$ cat src/rtl/ecpri_frame_sched_pkg.sv
// Shared types and defaults for the eCPRI frame scheduler: FSM states, descriptor layout, saturating counter helper.
// Pure declarations; no timing or flow control of its own.
package ecpri_pkg;
  localparam int DEF_ADDR_WIDTH  = 16;
  localparam int DEF_DATA_WIDTH  = 8;
  localparam int DEF_QDEPTH      = 4;
  localparam int DEF_RESP_WINDOW = 64;
  localparam int DEF_TX_TIMEOUT  = 1024;
  // Descriptor base field is sized for the default RAM address width.
  localparam int DESC_BASE_W     = DEF_ADDR_WIDTH;

  typedef enum logic [2:0] {
    IDLE, LOAD, RX_RUN, RX_WAIT, TX_START, TX_WAIT, RESP, DONE
  } sched_state_t;

  typedef struct packed {
    logic [DESC_BASE_W-1:0] base;
    logic [15:0]            len;
  } desc_t;

  function automatic logic [15:0] sat_inc(input logic [15:0] v);
    return (v == 16'hFFFF) ? v : v + 16'd1;
  endfunction
endpackage

$ cat src/rtl/ecpri_frame_sched_if.sv
// Bundles the descriptor, ecpri_rx/ecpri_tx control, response handoff and statistics signals.
// slave = scheduler side, master = MAC writer / rx / tx / Ethernet TX side.
interface ecpri_frame_sched_if
  import ecpri_pkg::*;
#(
  parameter int ADDR_WIDTH = DEF_ADDR_WIDTH,
  parameter int DATA_WIDTH = DEF_DATA_WIDTH
);
  logic                  frm_valid;
  logic [ADDR_WIDTH-1:0] frm_base;
  logic [15:0]           frm_len;
  logic                  frm_ready;
  logic [ADDR_WIDTH-1:0] rx_base;
  logic                  recv_pkt;
  logic                  send_write_resp;
  logic                  send_read_resp;
  logic [DATA_WIDTH-1:0] resp_payload_len;
  logic                  tx_start;
  logic                  cpri_pkt_rdy_flg;
  logic                  resp_valid;
  logic                  resp_ack;
  logic [15:0]           resp_len;
  logic                  resp_is_read;
  logic                  busy;
  logic [15:0]           cnt_frames;
  logic [15:0]           cnt_resp;
  logic [15:0]           cnt_noresp;
  logic [15:0]           cnt_timeout;

  modport slave (
    input  frm_valid, frm_base, frm_len, send_write_resp, send_read_resp,
           resp_payload_len, cpri_pkt_rdy_flg, resp_ack,
    output frm_ready, rx_base, recv_pkt, tx_start, resp_valid, resp_len,
           resp_is_read, busy, cnt_frames, cnt_resp, cnt_noresp, cnt_timeout
  );

  modport master (
    output frm_valid, frm_base, frm_len, send_write_resp, send_read_resp,
           resp_payload_len, cpri_pkt_rdy_flg, resp_ack,
    input  frm_ready, rx_base, recv_pkt, tx_start, resp_valid, resp_len,
           resp_is_read, busy, cnt_frames, cnt_resp, cnt_noresp, cnt_timeout
  );
endinterface

$ cat src/rtl/ecpri_frame_sched_desc_fifo.sv
// Descriptor FIFO, QDEPTH entries; push visible at head one cycle later.
// Registered full/empty: a pop never frees a slot for a push in the same cycle.
module sched_desc_fifo
  import ecpri_pkg::*;
#(
  parameter int QDEPTH = DEF_QDEPTH
) (
  input  logic  clk,
  input  logic  reset,
  input  logic  i_push,
  input  desc_t i_dat,
  input  logic  i_pop,
  output desc_t o_dat,
  output logic  o_full,
  output logic  o_empty
);
  localparam int AW = $clog2(QDEPTH);

  desc_t         r_mem [QDEPTH];
  logic [AW:0]   r_wp, r_rp;
  logic [AW:0]   w_wp_n, w_rp_n;
  logic          r_full, r_empty;
  logic          w_push, w_pop;

  assign w_push = i_push && !r_full;
  assign w_pop  = i_pop && !r_empty;
  assign w_wp_n = r_wp + {{AW{1'b0}}, w_push};
  assign w_rp_n = r_rp + {{AW{1'b0}}, w_pop};

  // Extra pointer MSB distinguishes full (MSBs differ) from empty (equal).
  always_ff @(posedge clk or negedge reset) begin
    if (!reset) begin
      r_wp    <= '0;
      r_rp    <= '0;
      r_full  <= 1'b0;
      r_empty <= 1'b1;
    end else begin
      r_wp    <= w_wp_n;
      r_rp    <= w_rp_n;
      r_full  <= (w_wp_n[AW] != w_rp_n[AW]) && (w_wp_n[AW-1:0] == w_rp_n[AW-1:0]);
      r_empty <= (w_wp_n == w_rp_n);
    end
  end

  always_ff @(posedge clk) begin
    if (w_push) r_mem[r_wp[AW-1:0]] <= i_dat;
  end

  assign o_dat   = r_mem[r_rp[AW-1:0]];
  assign o_full  = r_full;
  assign o_empty = r_empty;
endmodule

$ cat src/rtl/ecpri_frame_sched.sv
// Sequences one queued frame at a time through ecpri_rx/ecpri_tx and hands the response to Ethernet TX.
// Outputs registered (frm_ready excepted); response held on resp_valid until resp_ack.
module ecpri_frame_sched
  import ecpri_pkg::*;
#(
  parameter int ADDR_WIDTH  = DEF_ADDR_WIDTH,
  parameter int DATA_WIDTH  = DEF_DATA_WIDTH,
  parameter int QDEPTH      = DEF_QDEPTH,
  parameter int RESP_WINDOW = DEF_RESP_WINDOW,
  parameter int TX_TIMEOUT  = DEF_TX_TIMEOUT
) (
  input logic               clk,
  input logic               reset,
  ecpri_frame_sched_if.slave bus
);
  localparam logic [15:0] WIN_INIT = 16'(RESP_WINDOW);
  localparam logic [15:0] TO_INIT  = 16'(TX_TIMEOUT);

  sched_state_t          r_state, w_state_n;
  desc_t                 w_push_dat, w_head;
  logic                  w_full, w_empty, w_pop;
  logic                  w_noresp, w_timeout, w_resp_done;
  logic [15:0]           r_len_cnt, r_wait_cnt;
  logic                  r_lat_vld, r_pkt_rdy;
  logic                  r_recv_pkt, r_tx_start, r_resp_valid, r_resp_is_read, r_busy;
  logic [ADDR_WIDTH-1:0] r_rx_base;
  logic [15:0]           r_resp_len;
  logic [15:0]           r_cnt_frames, r_cnt_resp, r_cnt_noresp, r_cnt_timeout;

  assign w_push_dat.base = DESC_BASE_W'(bus.frm_base);
  assign w_push_dat.len  = bus.frm_len;

  sched_desc_fifo #(.QDEPTH(QDEPTH)) u_fifo (
    .clk     (clk),
    .reset   (reset),
    .i_push  (bus.frm_valid),
    .i_dat   (w_push_dat),
    .i_pop   (w_pop),
    .o_dat   (w_head),
    .o_full  (w_full),
    .o_empty (w_empty)
  );

  always_ff @(posedge clk or negedge reset) begin
    if (!reset) r_state <= IDLE;
    else        r_state <= w_state_n;
  end

  always_comb begin
    w_state_n   = r_state;
    w_pop       = 1'b0;
    w_noresp    = 1'b0;
    w_timeout   = 1'b0;
    w_resp_done = 1'b0;
    case (r_state)
      IDLE:     if (!w_empty) w_state_n = LOAD;
      LOAD: begin
        if (w_head.len == 16'd0) begin
          w_state_n = DONE;
          w_noresp  = 1'b1;
        end else begin
          w_state_n = RX_RUN;
        end
      end
      RX_RUN:   if (r_len_cnt == 16'd1) w_state_n = RX_WAIT;
      RX_WAIT: begin
        if (r_lat_vld) begin
          w_state_n = TX_START;
        end else if (r_wait_cnt == 16'd1) begin
          w_state_n = DONE;
          w_noresp  = 1'b1;
        end
      end
      TX_START: w_state_n = TX_WAIT;
      TX_WAIT: begin
        if (r_pkt_rdy) begin
          w_state_n = RESP;
        end else if (r_wait_cnt == 16'd1) begin
          w_state_n = DONE;
          w_timeout = 1'b1;
        end
      end
      RESP: begin
        if (bus.resp_ack) begin
          w_state_n   = DONE;
          w_resp_done = 1'b1;
        end
      end
      DONE: begin
        w_pop     = 1'b1;
        w_state_n = IDLE;
      end
      default:  w_state_n = IDLE;
    endcase
  end

  always_ff @(posedge clk or negedge reset) begin
    if (!reset) begin
      r_recv_pkt     <= 1'b0;
      r_tx_start     <= 1'b0;
      r_resp_valid   <= 1'b0;
      r_busy         <= 1'b0;
      r_pkt_rdy      <= 1'b0;
      r_rx_base      <= '0;
      r_len_cnt      <= '0;
      r_wait_cnt     <= '0;
      r_lat_vld      <= 1'b0;
      r_resp_is_read <= 1'b0;
      r_resp_len     <= '0;
      r_cnt_frames   <= '0;
      r_cnt_resp     <= '0;
      r_cnt_noresp   <= '0;
      r_cnt_timeout  <= '0;
    end else begin
      // Strobes follow the next state so they line up with the state they belong to.
      r_recv_pkt   <= (w_state_n == RX_RUN);
      r_tx_start   <= (w_state_n == TX_START);
      r_resp_valid <= (w_state_n == RESP);
      r_busy       <= (w_state_n != IDLE) || !w_empty;
      r_pkt_rdy    <= bus.cpri_pkt_rdy_flg && (r_state == TX_WAIT);

      case (r_state)
        LOAD: begin
          r_rx_base <= ADDR_WIDTH'(w_head.base);
          r_len_cnt <= w_head.len;
        end
        RX_RUN: begin
          r_len_cnt <= r_len_cnt - 16'd1;
          if (r_len_cnt == 16'd1) r_wait_cnt <= WIN_INIT;
        end
        RX_WAIT:  r_wait_cnt <= r_wait_cnt - 16'd1;
        TX_START: r_wait_cnt <= TO_INIT;
        TX_WAIT:  r_wait_cnt <= r_wait_cnt - 16'd1;
        default: ;
      endcase

      // First request of the frame wins; a simultaneous write beats read.
      if (r_state == DONE) begin
        r_lat_vld <= 1'b0;
      end else if ((r_state == RX_RUN || r_state == RX_WAIT) && !r_lat_vld &&
                   (bus.send_write_resp || bus.send_read_resp)) begin
        r_lat_vld      <= 1'b1;
        r_resp_is_read <= !bus.send_write_resp;
        r_resp_len     <= 16'(bus.resp_payload_len);
      end

      if (r_state == DONE) r_cnt_frames  <= sat_inc(r_cnt_frames);
      if (w_resp_done)     r_cnt_resp    <= sat_inc(r_cnt_resp);
      if (w_noresp)        r_cnt_noresp  <= sat_inc(r_cnt_noresp);
      if (w_timeout)       r_cnt_timeout <= sat_inc(r_cnt_timeout);
    end
  end

  assign bus.frm_ready    = !w_full && reset;
  assign bus.rx_base      = r_rx_base;
  assign bus.recv_pkt     = r_recv_pkt;
  assign bus.tx_start     = r_tx_start;
  assign bus.resp_valid   = r_resp_valid;
  assign bus.resp_len     = r_resp_len;
  assign bus.resp_is_read = r_resp_is_read;
  assign bus.busy         = r_busy;
  assign bus.cnt_frames   = r_cnt_frames;
  assign bus.cnt_resp     = r_cnt_resp;
  assign bus.cnt_noresp   = r_cnt_noresp;
  assign bus.cnt_timeout  = r_cnt_timeout;
endmodule

$ cat src/flat_wrapper.sv
// flat-port wrapper written by rule: the top's interface ports become plain ports
module ecpri_frame_sched_flat import ecpri_pkg::*;
#(
  parameter int ADDR_WIDTH  = DEF_ADDR_WIDTH,
  parameter int DATA_WIDTH  = DEF_DATA_WIDTH,
  parameter int QDEPTH      = DEF_QDEPTH,
  parameter int RESP_WINDOW = DEF_RESP_WINDOW,
  parameter int TX_TIMEOUT  = DEF_TX_TIMEOUT
)
  (clk, reset, bus_frm_valid, bus_frm_base, bus_frm_len, bus_send_write_resp, bus_send_read_resp, bus_resp_payload_len, bus_cpri_pkt_rdy_flg, bus_resp_ack, bus_frm_ready, bus_rx_base, bus_recv_pkt, bus_tx_start, bus_resp_valid, bus_resp_len, bus_resp_is_read, bus_busy, bus_cnt_frames, bus_cnt_resp, bus_cnt_noresp, bus_cnt_timeout);
  ecpri_frame_sched_if #(.ADDR_WIDTH(ADDR_WIDTH), .DATA_WIDTH(DATA_WIDTH)) bus_i ();
  input logic clk;
  input logic reset;
  input wire logic [$bits(bus_i.frm_valid)-1:0] bus_frm_valid;
  input wire logic [$bits(bus_i.frm_base)-1:0] bus_frm_base;
  input wire logic [$bits(bus_i.frm_len)-1:0] bus_frm_len;
  input wire logic [$bits(bus_i.send_write_resp)-1:0] bus_send_write_resp;
  input wire logic [$bits(bus_i.send_read_resp)-1:0] bus_send_read_resp;
  input wire logic [$bits(bus_i.resp_payload_len)-1:0] bus_resp_payload_len;
  input wire logic [$bits(bus_i.cpri_pkt_rdy_flg)-1:0] bus_cpri_pkt_rdy_flg;
  input wire logic [$bits(bus_i.resp_ack)-1:0] bus_resp_ack;
  output wire logic [$bits(bus_i.frm_ready)-1:0] bus_frm_ready;
  output wire logic [$bits(bus_i.rx_base)-1:0] bus_rx_base;
  output wire logic [$bits(bus_i.recv_pkt)-1:0] bus_recv_pkt;
  output wire logic [$bits(bus_i.tx_start)-1:0] bus_tx_start;
  output wire logic [$bits(bus_i.resp_valid)-1:0] bus_resp_valid;
  output wire logic [$bits(bus_i.resp_len)-1:0] bus_resp_len;
  output wire logic [$bits(bus_i.resp_is_read)-1:0] bus_resp_is_read;
  output wire logic [$bits(bus_i.busy)-1:0] bus_busy;
  output wire logic [$bits(bus_i.cnt_frames)-1:0] bus_cnt_frames;
  output wire logic [$bits(bus_i.cnt_resp)-1:0] bus_cnt_resp;
  output wire logic [$bits(bus_i.cnt_noresp)-1:0] bus_cnt_noresp;
  output wire logic [$bits(bus_i.cnt_timeout)-1:0] bus_cnt_timeout;
  assign bus_i.frm_valid = bus_frm_valid;
  assign bus_i.frm_base = bus_frm_base;
  assign bus_i.frm_len = bus_frm_len;
  assign bus_i.send_write_resp = bus_send_write_resp;
  assign bus_i.send_read_resp = bus_send_read_resp;
  assign bus_i.resp_payload_len = bus_resp_payload_len;
  assign bus_i.cpri_pkt_rdy_flg = bus_cpri_pkt_rdy_flg;
  assign bus_i.resp_ack = bus_resp_ack;
  assign bus_frm_ready = bus_i.frm_ready;
  assign bus_rx_base = bus_i.rx_base;
  assign bus_recv_pkt = bus_i.recv_pkt;
  assign bus_tx_start = bus_i.tx_start;
  assign bus_resp_valid = bus_i.resp_valid;
  assign bus_resp_len = bus_i.resp_len;
  assign bus_resp_is_read = bus_i.resp_is_read;
  assign bus_busy = bus_i.busy;
  assign bus_cnt_frames = bus_i.cnt_frames;
  assign bus_cnt_resp = bus_i.cnt_resp;
  assign bus_cnt_noresp = bus_i.cnt_noresp;
  assign bus_cnt_timeout = bus_i.cnt_timeout;
  ecpri_frame_sched #(.ADDR_WIDTH(ADDR_WIDTH), .DATA_WIDTH(DATA_WIDTH), .QDEPTH(QDEPTH), .RESP_WINDOW(RESP_WINDOW), .TX_TIMEOUT(TX_TIMEOUT)) u_core (.clk(clk), .reset(reset), .bus(bus_i));
endmodule
$ cat config.mk
export PLATFORM = sky130hd
export DESIGN_NAME = ecpri_frame_sched_flat
export DESIGN_NICKNAME = d
export VERILOG_FILES = /design/src/rtl/ecpri_frame_sched_pkg.sv /design/src/rtl/ecpri_frame_sched_if.sv /design/src/rtl/ecpri_frame_sched_desc_fifo.sv /design/src/rtl/ecpri_frame_sched.sv /design/src/flat_wrapper.sv
export SDC_FILE = /design/constraint.sdc
export NUM_CORES = 1
export LEC_CHECK = 0
export ABC_AREA = 1
export BUFFER_PORTS_ARGS = -buffer_cell sky130_fd_sc_hd__buf_2
export CORE_MARGIN = 2
export CORE_UTILIZATION = 60
export CTS_CLUSTER_DIAMETER = 200
export CTS_CLUSTER_SIZE = 25
export DETAILED_ROUTE_END_ITERATION = 16
export PLACE_DENSITY = 0.82
export SLEW_MARGIN = 20
export SYNTH_ARGS = -nofsm -noshare
export SYNTH_HDL_FRONTEND = slang
export SYNTH_SLANG_ARGS = --single-unit
$ cat constraint.sdc
create_clock -name clk -period 7.4 [get_ports clk]
set_input_delay 1.48 -clock clk [delete_from_list [all_inputs] [get_ports clk]]
set_output_delay 1.48 -clock clk [all_outputs]
set_load 0.03 [all_outputs]
==> results.json, run 1 <==
{
  "max_freq_mhz": 256,
  "grt_max_degree": 78,
  "crit_type": "in -> out",
  "synth_most_common_cell": "nand2_1",
  "dpl.hpwl_mm": 16.2,
  "nFillCells": 1509,
  "routedWlPerCell_um": 15.3,
  "top_layer_used": "met4",
  "relSlewSlack": 0.262,
  "portBuffers": 140,
  "ys_types": 37,
  "async_flop_share": 0.519,
  "grt_antenna_before_repair": 1,
  "hold_slack_ns": 0.487,
  "grt_pass1_vias": 8430,
  "wl_met1_mm": 10.6,
  "wl_met3_mm": 1.43,
  "clock_skew_ns": 0.0195,
  "postCtsSetupBuffers": 0,
  "antenna_cells": 0,
  "seq_area_frac_synth": 0.608,
  "cp.depth": 4,
  "period_needed_ns": 3.90,
  "htree_levels": 1,
  "dp_cells": 1597,
  "cts.path.max_buffers": 3,
  "crit_path_top_delay_cell": "buf_6",
  "ys_top_cells_by_count": "nand2_1, nor2_1, dfrtp_1, edfxtp_1, nand3_1",
  "maxSlewViolCount": 0,
  "leakage_nw": 6.02,
  "critPathBufInv": 3,
  "grt-ovfl-total": 0,
  "setup_tns_ns": 0,
  "die-area_um2": 21200,
  "synth_top_area_share": 0.320,
  "cap_violations": 0,
  "synth_top_area_cell": "edfxtp_1",
  "cts_hold_buf": 0,
  "clk_pin_slew_ns": 0.08,
  "fp.dieW_um": 145,
  "initial_utilization": 0.615,
  "required_ns": 5.92,
  "cts_tree": "built",
  "dr.pass1.iters": 6,
  "status": "complete, no violations",
  "layout.nets": 1407,
  "ioPinCount": 149,
  "drc": 0,
  "track_usage": 0.234,
  "syn_inst": 1215,
  "crit_family": "buffers and inverters",
  "root_buffer": "clkbuf_16",
  "cts_buffers": 14,
  "ir_worst_vdd_uv": 244,
  "period_share": 0.527,
  "reg2reg_depth": 14,
  "endpoint_kind": "output port",
  "worst-path-max-fanout": 77,
  "ys_warn_count": 0,
  "synthTopCellsByArea": "edfxtp_1, dfrtp_1, nand2_1, nor2_1, xor2_1",
  "area_growth_pct": 10.9,
  "finalSetupViolations": 0,
  "p_per_area_nw_per_um2": 357,
  "power_mw": 4.76,
  "startpoint_type": "input pin",
  "final_layout_size_suffix_gt1_frac": 0.142,
  "hold_class": "reg -> reg",
  "via_per_inst": 5.45,
  "grt_pass1_wl_mm": 41.3,
  "finalWirelength_mm": 24.8,
  "drt-initial-drc-count": 754,
  "vias": 8829,
  "synth-edff-count": 128,
  "crit_chain": "buf_6 -> inv_1 -> nor2_1 -> buf_2",
  "drtAntennaViolNets": 0,
  "fp.coreArea_um2": 19500,
  "worstPathArrival_ns": 2.42,
  "met2_length_mm": 12.3,
  "rows": 51,
  "max_stage_delay_ns": 0.53,
  "ys_seq_elements": 266,
  "cts.sinks": 266,
  "gp_congestion": 0.901,
  "hold_depth": 2,
  "fin_cells": 1621,
  "netlist_area_um2": 12000,
  "final_hold_viol_count": 0,
  "cts_resized": 0,
  "die_height_um": 145,
  "synth.avg_cell_area_um2": 9.88,
  "rsz0062_at_grt": "false",
  "clock_latency_ns": 0.50,
  "tightest_slew_ns": 1.10,
  "ys.flop_type": "dfrtp_1"
}
## report_power, final
part / switching, mW / internal, mW / total [mW] / leakage, nW
sequential: 0.194 / 1.91 / 2.11 / 2.95
combinational: 1.28 / 0.556 / 1.83 / 2.87
clock: 0.454 / 0.366 / 0.820 / 0.195
total: 1.93 / 2.83 / 4.76 / 6.02
## metrics by stage
stage / util / area, um^2 / setup slack, ns
final: 0.682 / 13300 / 3.50
after global routing: 0.682 / 13300 / 3.37
after CTS: 0.682 / 13300 / 3.44
after detailed placement: 0.661 / 12900 / 3.44
after global placement: 0.661 / 12900 / 3.43
after floorplan: - / 12000 / 3.04
## logic make-up (layout without fill, tap and decap cells)
| family | count (synthesis) | count (layout) | share of synthesized area |
|---|---|---|---|
| simple gates | 620 | 620 | 0.215 |
| flops | 266 | 266 | 0.608 |
| buf+inv | 128 | 262 | 0.0490 |
| compound gates | 102 | 102 | 0.0507 |
| xor+xnor | 78 | 78 | 0.0569 |
| fa+ha+maj | 12 | 12 | 0.0125 |
| mux | 8 | 8 | 0.00750 |
| other cells | 1 | 8 | 0.000312 |
## sequential cells by signal, summed over array words and instances (netlist names), 3 cells and up
register and count:
u_core.bus.cnt_frames 16, u_core.bus.cnt_noresp 16, u_core.bus.cnt_resp 16, u_core.bus.cnt_timeout 16, u_core.bus.resp_len 8, u_core.bus.rx_base 16, u_core.r_len_cnt 16, u_core.r_state 3
u_core.r_wait_cnt 16, u_core.u_fifo.r_mem 128, u_core.u_fifo.r_rp 3, u_core.u_fifo.r_wp 3
## worst min-delay path: stages, from the launching register on
cell	delay [ns]
dfrtp_1	0.35
nand2_1	0.05
nand2_1	0.05
## layout by cell type (no fill, tap or decap), drive strengths merged, types with 11 or more instances in the layout
| master | instances |
|---|---|
| buf | 150 |
| xor2 | 57 |
| o22ai | 24 |
| clkbuf | 22 |
| nor3 | 24 |
| ha | 12 |
| nand4 | 14 |
| dfrtp | 137 |
| nor4 | 11 |
| o21ai | 52 |
| nand3 | 91 |
| edfxtp | 128 |
| nand2 | 332 |
| xnor2 | 21 |
| o221ai | 12 |
| inv | 87 |
| nor2 | 141 |
## worst paths after layout
check | slack (ns) | endpoint | from
min in group asynchronous | 1.02 | u_core.bus.cnt_noresp[8] | reset
worst min register to register | 0.49 | u_core.bus.rx_base[3] | u_core.bus.rx_base[3]
worst max register to register | 4.29 | u_core.bus.cnt_noresp[6] | u_core.u_fifo.r_rp[0]
worst min-delay path | 0.49 | u_core.bus.rx_base[3] | u_core.bus.rx_base[3]
worst max-delay path | 3.50 | bus_frm_ready | reset
max in group asynchronous | 5.08 | u_core.u_fifo.r_rp[0] | reset
## layer usage
metal | track usage | up-vias
met3 | 0.0273 | 33
li1 | - | 4299
met5 | 0 | -
met4 | 0.0510 | 0
met1 | 0.329 | 4183
met2 | 0.397 | 314
## final cells by class
| cell class | count | area [um^2] | share of cell area |
|---|---|---|---|
| sequential | 266 | 7300 | 0.548 |
| multi-input combinational | 828 | 4170 | 0.313 |
| timing repair buffer | 150 | 782 | 0.0587 |
| clock buffer | 22 | 380 | 0.0286 |
| tap | 265 | 332 | 0.0249 |
| inverter | 88 | 330 | 0.0248 |
| clock inverter | 2 | 27.5 | 0.00207 |
Note: power is estimated with default switching activity, not from simulation.
==> run 2, diff against run 1 <==
--- a/config.mk
+++ b/config.mk
@@ -8,11 +8,11 @@
 export ABC_AREA = 1
 export BUFFER_PORTS_ARGS = -buffer_cell sky130_fd_sc_hd__buf_2
 export CORE_MARGIN = 2
-export CORE_UTILIZATION = 60
+export CORE_UTILIZATION = 58
 export CTS_CLUSTER_DIAMETER = 200
 export CTS_CLUSTER_SIZE = 25
 export DETAILED_ROUTE_END_ITERATION = 16
-export PLACE_DENSITY = 0.82
+export PLACE_DENSITY = 0.8
 export SLEW_MARGIN = 20
 export SYNTH_ARGS = -nofsm -noshare
 export SYNTH_HDL_FRONTEND = slang
==> constraint.sdc (replaced) <==
create_clock -name clk -period 3.8 [get_ports clk]
set_input_delay 0.76 -clock clk [delete_from_list [all_inputs] [get_ports clk]]
set_output_delay 0.76 -clock clk [all_outputs]
set_load 0.03 [all_outputs]
==> run 2 against run 1 <==
Combinational power is 97% higher. Register-to-register slack worse by 3.1 ns. Total power is 96% higher. Die area is 3.4% higher. Sequential share of layout area is 0.056 points lower. Non-clock buffer count is 2 higher. Worst hold slack worse by 0.35 ns. Critical path type is now reg -> reg. Largest cell class unchanged.
==> results.json, run 2 (same netlist as run 1, synthesis figures left out) <==
{
  "crit_path_top_delay_cell": "dfrtp_1",
  "routedWlPerCell_um": 15.8,
  "clk_pin_slew_ns": 0.10,
  "layout_common_cells": "nand2_1, nor2_1, buf_2",
  "die_height_um": 148,
  "antenna_cells": 0,
  "placed_cell_area_um2": 12900,
  "crit_family": "buffers and inverters",
  "drtAntennaViolNets": 0,
  "tightest_slew_ns": 1.05,
  "cts_buffers": 14,
  "cts_hold_buf": 0,
  "fp.dieW_um": 148,
  "clock_latency_ns": 0.51,
  "die-area_um2": 21900,
  "cp_common_cell": "nand2_1",
  "cts.sinks": 266,
  "htree_levels": 1,
  "period_share": 0.695,
  "drc": 0,
  "maxSlewViolCount": 0,
  "worst-path-max-fanout": 22,
  "cell_internal_pwr_mw": 5.52,
  "pwr-share-seq": 0.441,
  "finalWirelength_mm": 25.7,
  "p_sw_frac": 0.408,
  "fin_area_um2": 13300,
  "leakage_nw": 6.03,
  "dp_slack_ns": 1.24,
  "p_per_area_nw_per_um2": 699,
  "layout.nets": 1409,
  "worstPathArrival_ns": 3.02,
  "postCtsSetupBuffers": 0,
  "area_growth_pct": 11.0,
  "largest_reg_flops": 128,
  "finalSetupViolations": 0,
  "max_freq_mhz": 379,
  "rsz0062_at_grt": "false",
  "period_needed_ns": 2.64,
  "portBuffers": 140,
  "status": "complete, no violations",
  "setup_tns_ns": 0,
  "required_ns": 4.18,
  "relSlewSlack": 0.298,
  "dr.pass1.iters": 5,
  "ioPinCount": 149,
  "final_hold_viol_count": 0,
  "grt_antenna_before_repair": 0,
  "hold_class": "in -> async",
  "crit_chain": "inv_1 -> nand2_1 -> nor2_1 -> buf_4 -> clkinv_1 -> buf_4 -> nand2_1 -> inv_1 -> nand2_1 -> o221ai_1",
  "crit_type": "reg -> reg",
  "grt_pass1_wl_mm": 41.5,
  "final_common_cell": "nand2_1",
  "critPathBufInv": 5,
  "final_layout_size_suffix_gt1_frac": 0.144,
  "grt-ovfl-total": 0,
  "p_switching_mw": 3.81,
  "gp_congestion": 0.894,
  "drt-initial-drc-count": 772,
  "vias": 8822,
  "grt_pass1_vias": 8391,
  "cts_resized": 0,
  "power_mw": 9.32,
  "combinationalPowerShare": 0.387,
  "ir_worst_vdd_uv": 447,
  "startpoint_type": "flop",
  "max_stage_delay_ns": 0.43,
  "rows": 52,
  "endpoint_kind": "flop",
  "root_buffer": "clkbuf_16",
  "track_usage": 0.234,
  "dpl.hpwl_mm": 16.9,
  "grt_max_degree": 66,
  "initial_utilization": 0.591,
  "fp.coreArea_um2": 20300,
  "via_per_inst": 5.43,
  "cts_tree": "built",
  "clock_skew_ns": 0.0212,
  "worst_slack_ns": 1.16,
  "pwr-share-clk": 0.172,
  "cts.path.max_buffers": 3,
  "cap_violations": 0
}
-- run 2: changes by cell type in the layout (fill, tap and decap cells not counted), sizes merged --
cell	before	now
buf	150	152
clkbuf	22	20
-- run 2: path summary, 6_finish.rpt --
kind                                       start                         to  slack (ns)  depth (start not counted)
setup reg to reg               u_core.r_state[1]        u_core.r_len_cnt[8]        1.16                         10
hold / removal                             reset  u_core.bus.cnt_noresp[12]        0.14                          1
min in group clk                  bus_frm_len[9]  u_core.u_fifo.r_mem[1][9]        0.46                          1
setup / recovery               u_core.r_state[1]        u_core.r_len_cnt[8]        1.16                         10
hold reg to reg            u_core.u_fifo.r_wp[2]      u_core.u_fifo.r_wp[2]        0.48                          1
max in group asynchronous                  reset      u_core.u_fifo.r_rp[0]        2.60                          2
-- run 2: through the flow --
stage	util	instances	hold WS, ns
CTS	0.657	1626	0.141
global route	0.657	1626	0.151
floorplan	-	1222	0.447
detailed placement	0.637	1604	0.461
finish	0.657	1626	0.142
global placement	0.637	1604	0.460
-- run 2: metal layers --
metal | GRT usage | share of wire | vias up | wire [um]
met5 | 0 | 0 | - | 0
met1 | 0.322 | 0.42 | 4173 | 10900
li1 | - | - | 4305 | -
met3 | 0.0306 | 0.058 | 46 | 1480
met2 | 0.397 | 0.49 | 298 | 12600
met4 | 0.0681 | 0.025 | 0 | 633
-- run 2: power by group through the flow --
stage | Clock [mW] | Sequential, mW | Combinational (mW)
floorplan | 0 | 4.47 | 2.30
global placement | 0 | 4.14 | 3.47
detailed placement | 0 | 4.16 | 3.57
CTS | 1.64 | 4.11 | 3.60
global route | 1.75 | 4.17 | 4.03
finish | 1.61 | 4.11 | 3.60
-- run 2: area by class of cell --
type	count	area [um^2]
fillers	1619	6970
multi-input cells	828	4170
clock inverters	2	27.5
inverters	88	330
clock buffers	20	373
repair buffers	152	797
flip-flops and latches	266	7300
well taps	270	338
==> run 3, diff against run 2 <==
--- a/config.mk
+++ b/config.mk
@@ -5,14 +5,14 @@
 export SDC_FILE = /design/constraint.sdc
 export NUM_CORES = 1
 export LEC_CHECK = 0
-export ABC_AREA = 1
+export ABC_AREA = 0
 export BUFFER_PORTS_ARGS = -buffer_cell sky130_fd_sc_hd__buf_2
 export CORE_MARGIN = 2
-export CORE_UTILIZATION = 58
+export CORE_UTILIZATION = 52
 export CTS_CLUSTER_DIAMETER = 200
 export CTS_CLUSTER_SIZE = 25
 export DETAILED_ROUTE_END_ITERATION = 16
-export PLACE_DENSITY = 0.8
+export PLACE_DENSITY = 0.76
 export SLEW_MARGIN = 20
 export SYNTH_ARGS = -nofsm -noshare
 export SYNTH_HDL_FRONTEND = slang
==> constraint.sdc (replaced) <==
create_clock -name clk -period 2.3 [get_ports clk]
set_input_delay 0.46 -clock clk [delete_from_list [all_inputs] [get_ports clk]]
set_output_delay 0.46 -clock clk [all_outputs]
set_load 0.03 [all_outputs]
==> run 3 against run 2 <==
The run now ends with setup timing left. Cell area grew 1.7%. Synthesized area down 5.6%. Setup slack worse by 1.5 ns. Non-clock buffer count rose by 63. Routed wire length down 5.6%. Sequential power up 66%. Highest routed layer is now met5.
==> results.json, run 3 <==
{
  "relSlewSlack": 0.470,
  "ys_types": 58,
  "p_per_area_nw_per_um2": 1130,
  "rows": 54,
  "ys_warn_count": 0,
  "dr.pass1.iters": 5,
  "hold_class": "in -> async",
  "grt_pass1_wl_mm": 37.9,
  "synth_most_common_cell": "dfrtp_1",
  "syn_inst": 855,
  "largest_reg_flops": 128,
  "hold_slack_ns": 0.102,
  "dpl.hpwl_mm": 16.0,
  "fin_cells": 1343,
  "netlist_area_um2": 11300,
  "cts_buffers": 14,
  "final_core_util": 0.627,
  "initial_utilization": 0.524,
  "placed_cell_area_um2": 12800,
  "root_buffer": "clkbuf_16",
  "antenna_cells": 0,
  "ys.flop_type": "dfrtp_1",
  "routedWlPerCell_um": 18.0,
  "worst-path-max-fanout": 6,
  "gp_congestion": 0.898,
  "portBuffers": 140,
  "regArea_um2": 7300,
  "grt_pass1_vias": 7423,
  "layout.nets": 1115,
  "maxSlewViolCount": 0,
  "htree_levels": 1,
  "ir_worst_vdd_uv": 797,
  "clock_skew_ns": 0.0151,
  "worst_slack_ns": -0.292,
  "clk_pin_slew_ns": 0.10,
  "multi_input_area_um2": 4050,
  "max_freq_mhz": 386,
  "period_share": 1.13,
  "period_needed_ns": 2.59,
  "synth.avg_cell_area_um2": 13.3,
  "clock_latency_ns": 0.50,
  "rsz0062_at_grt": "true",
  "dp_cells": 1310,
  "finalWirelength_mm": 24.2,
  "finalSetupViolations": 25,
  "nFillCells": 1674,
  "final_common_cell": "buf_2",
  "tightest_slew_ns": 0.786,
  "seq_area_frac_synth": 0.644,
  "drtAntennaViolNets": 0,
  "crit_type": "reg -> reg",
  "layout_common_cells": "buf_2, dfrtp_1, edfxtp_1",
  "final_hold_viol_count": 0,
  "grt-ovfl-total": 0,
  "cap_violations": 0,
  "violations": "setup timing",
  "drc": 0,
  "die_height_um": 152,
  "vias": 7607,
  "die-area_um2": 23000,
  "ys_seq_elements": 266,
  "cts.path.max_buffers": 3,
  "ioPinCount": 149,
  "cts.sinks": 266,
  "synth_top_area_cell": "edfxtp_1",
  "fin_area_um2": 13600,
  "fp.dieW_um": 152,
  "worstPathArrival_ns": 2.97,
  "ys_top_cells_by_count": "dfrtp_1, edfxtp_1, nand2_1, nor2_1, nand3_1",
  "track_usage": 0.208,
  "leakage_nw": 5.74,
  "area_growth_pct": 19.6,
  "startpoint_type": "flop",
  "status": "complete, but fails checks",
  "cts_hold_buf": 0,
  "via_per_inst": 5.66,
  "final_layout_size_suffix_gt1_frac": 0.303,
  "fp.coreArea_um2": 21600,
  "required_ns": 2.68,
  "drt-initial-drc-count": 499,
  "cts_tree": "built",
  "grt_max_degree": 139,
  "grt_antenna_before_repair": 1,
  "synth_top_area_share": 0.339,
  "async_flop_share": 0.519,
  "dp_slack_ns": -0.444,
  "synth-edff-count": 128,
  "endpoint_kind": "flop",
  "synthTopCellsByArea": "edfxtp_1, dfrtp_1, mux4_2, nand2_1, xnor2_1"
}
==> run 3: cell types whose count changed after synthesis, moves of 15 or more <==
cell     before  now
a21oi_1       6   26
and3_1        0   15
inv_1        82   17
mux4_2        0   32
nand2_1     327  106
nand3_1      91   45
nor2_1      140   55
o21ai_0      51   26
o22ai_1      24    0
xnor2_1      21   40
xor2_1       57   17
==> run 3: path summary, 6_finish.rpt <==
| check | slack [ns] | end | start | depth (start not counted) |
|---|---|---|---|---|
| worst max-delay path | -0.29 | u_core.bus.cnt_noresp[14] | u_core.u_fifo.r_rp[0] | 7 |
| worst min-delay path | 0.10 | u_core.r_len_cnt[13] | reset | 2 |
| worst max register to register | -0.29 | u_core.bus.cnt_noresp[14] | u_core.u_fifo.r_rp[0] | 7 |
| worst min register to register | 0.48 | u_core.bus.rx_base[9] | u_core.bus.rx_base[9] | 2 |
| max in group asynchronous | 1.58 | u_core.u_fifo.r_rp[0] | reset | 2 |
| min in group clk | 0.17 | u_core.u_fifo.r_mem[1][31] | bus_frm_base[15] | 1 |
==> run 3: power breakdown <==
part,internal (mW),switching (mW)
clock network,1.17,1.47
registers,6.11,0.714
logic,2.47,3.37
==> run 3: cells by family after synthesis <==
family                   after synthesis  synth area share
AO/OA/AOI/OAI                         88            0.0486
XOR/XNOR                              57            0.0440
adder cells (fa/ha/maj)               12            0.0132
buffers and inverters                 54            0.0223
flip-flops                           266             0.644
multiplexers                          51            0.0818
other                                  1          0.000331
AND/OR/NAND/NOR                      326             0.146
==> run 3: worst max-delay path, stage by stage, from the launching register on <==
cell     delay [ns]
dfrtp_2        0.50
mux4_2         0.55
or4_4          0.59
nor3_4         0.15
a31o_4         0.21
buf_6          0.13
nand3_1        0.07
mux2_2         0.28
==> run 3: metal layers <==
| metal | part of all wire | up-vias | GRT usage |
|---|---|---|---|
| met3 | 0.049 | 43 | 0.0296 |
| met1 | 0.43 | 3830 | 0.280 |
| met2 | 0.50 | 204 | 0.357 |
| met5 | 0.00045 | - | 0 |
| met4 | 0.022 | 2 | 0.0556 |
| li1 | - | 3528 | - |
==> run 3: final cells by class <==
| cell class | instances | area share |
|---|---|---|
| inverters | 17 | 0.00471 |
| multi-input cells | 542 | 0.299 |
| clock buffers | 21 | 0.0278 |
| flip-flops and latches | 266 | 0.538 |
| clock inverters | 2 | 0.00203 |
| repair buffers | 215 | 0.102 |
| well taps | 280 | 0.0258 |
==> run 3: per-stage QoR <==
step	setup TNS [ns]	total power, mW
6_report	-4.76	15.3
5_1_grt	-7.85	16.2
4_1_cts	-4.96	15.3
3_5_place_dp	-6.82	12.5
3_3_place_gp	-5.66	12.3
2_1_floorplan	-1.19	10.5
==> run 3: what timing repair did <==
item | 4_1_cts | 5_1_grt
buffers inserted | 4 | 6
gates cloned | 1 | 0
pin swaps | 4 | 18
endpoints found under the setup margin | 30 | 40
gates resized for setup | 24 | 38
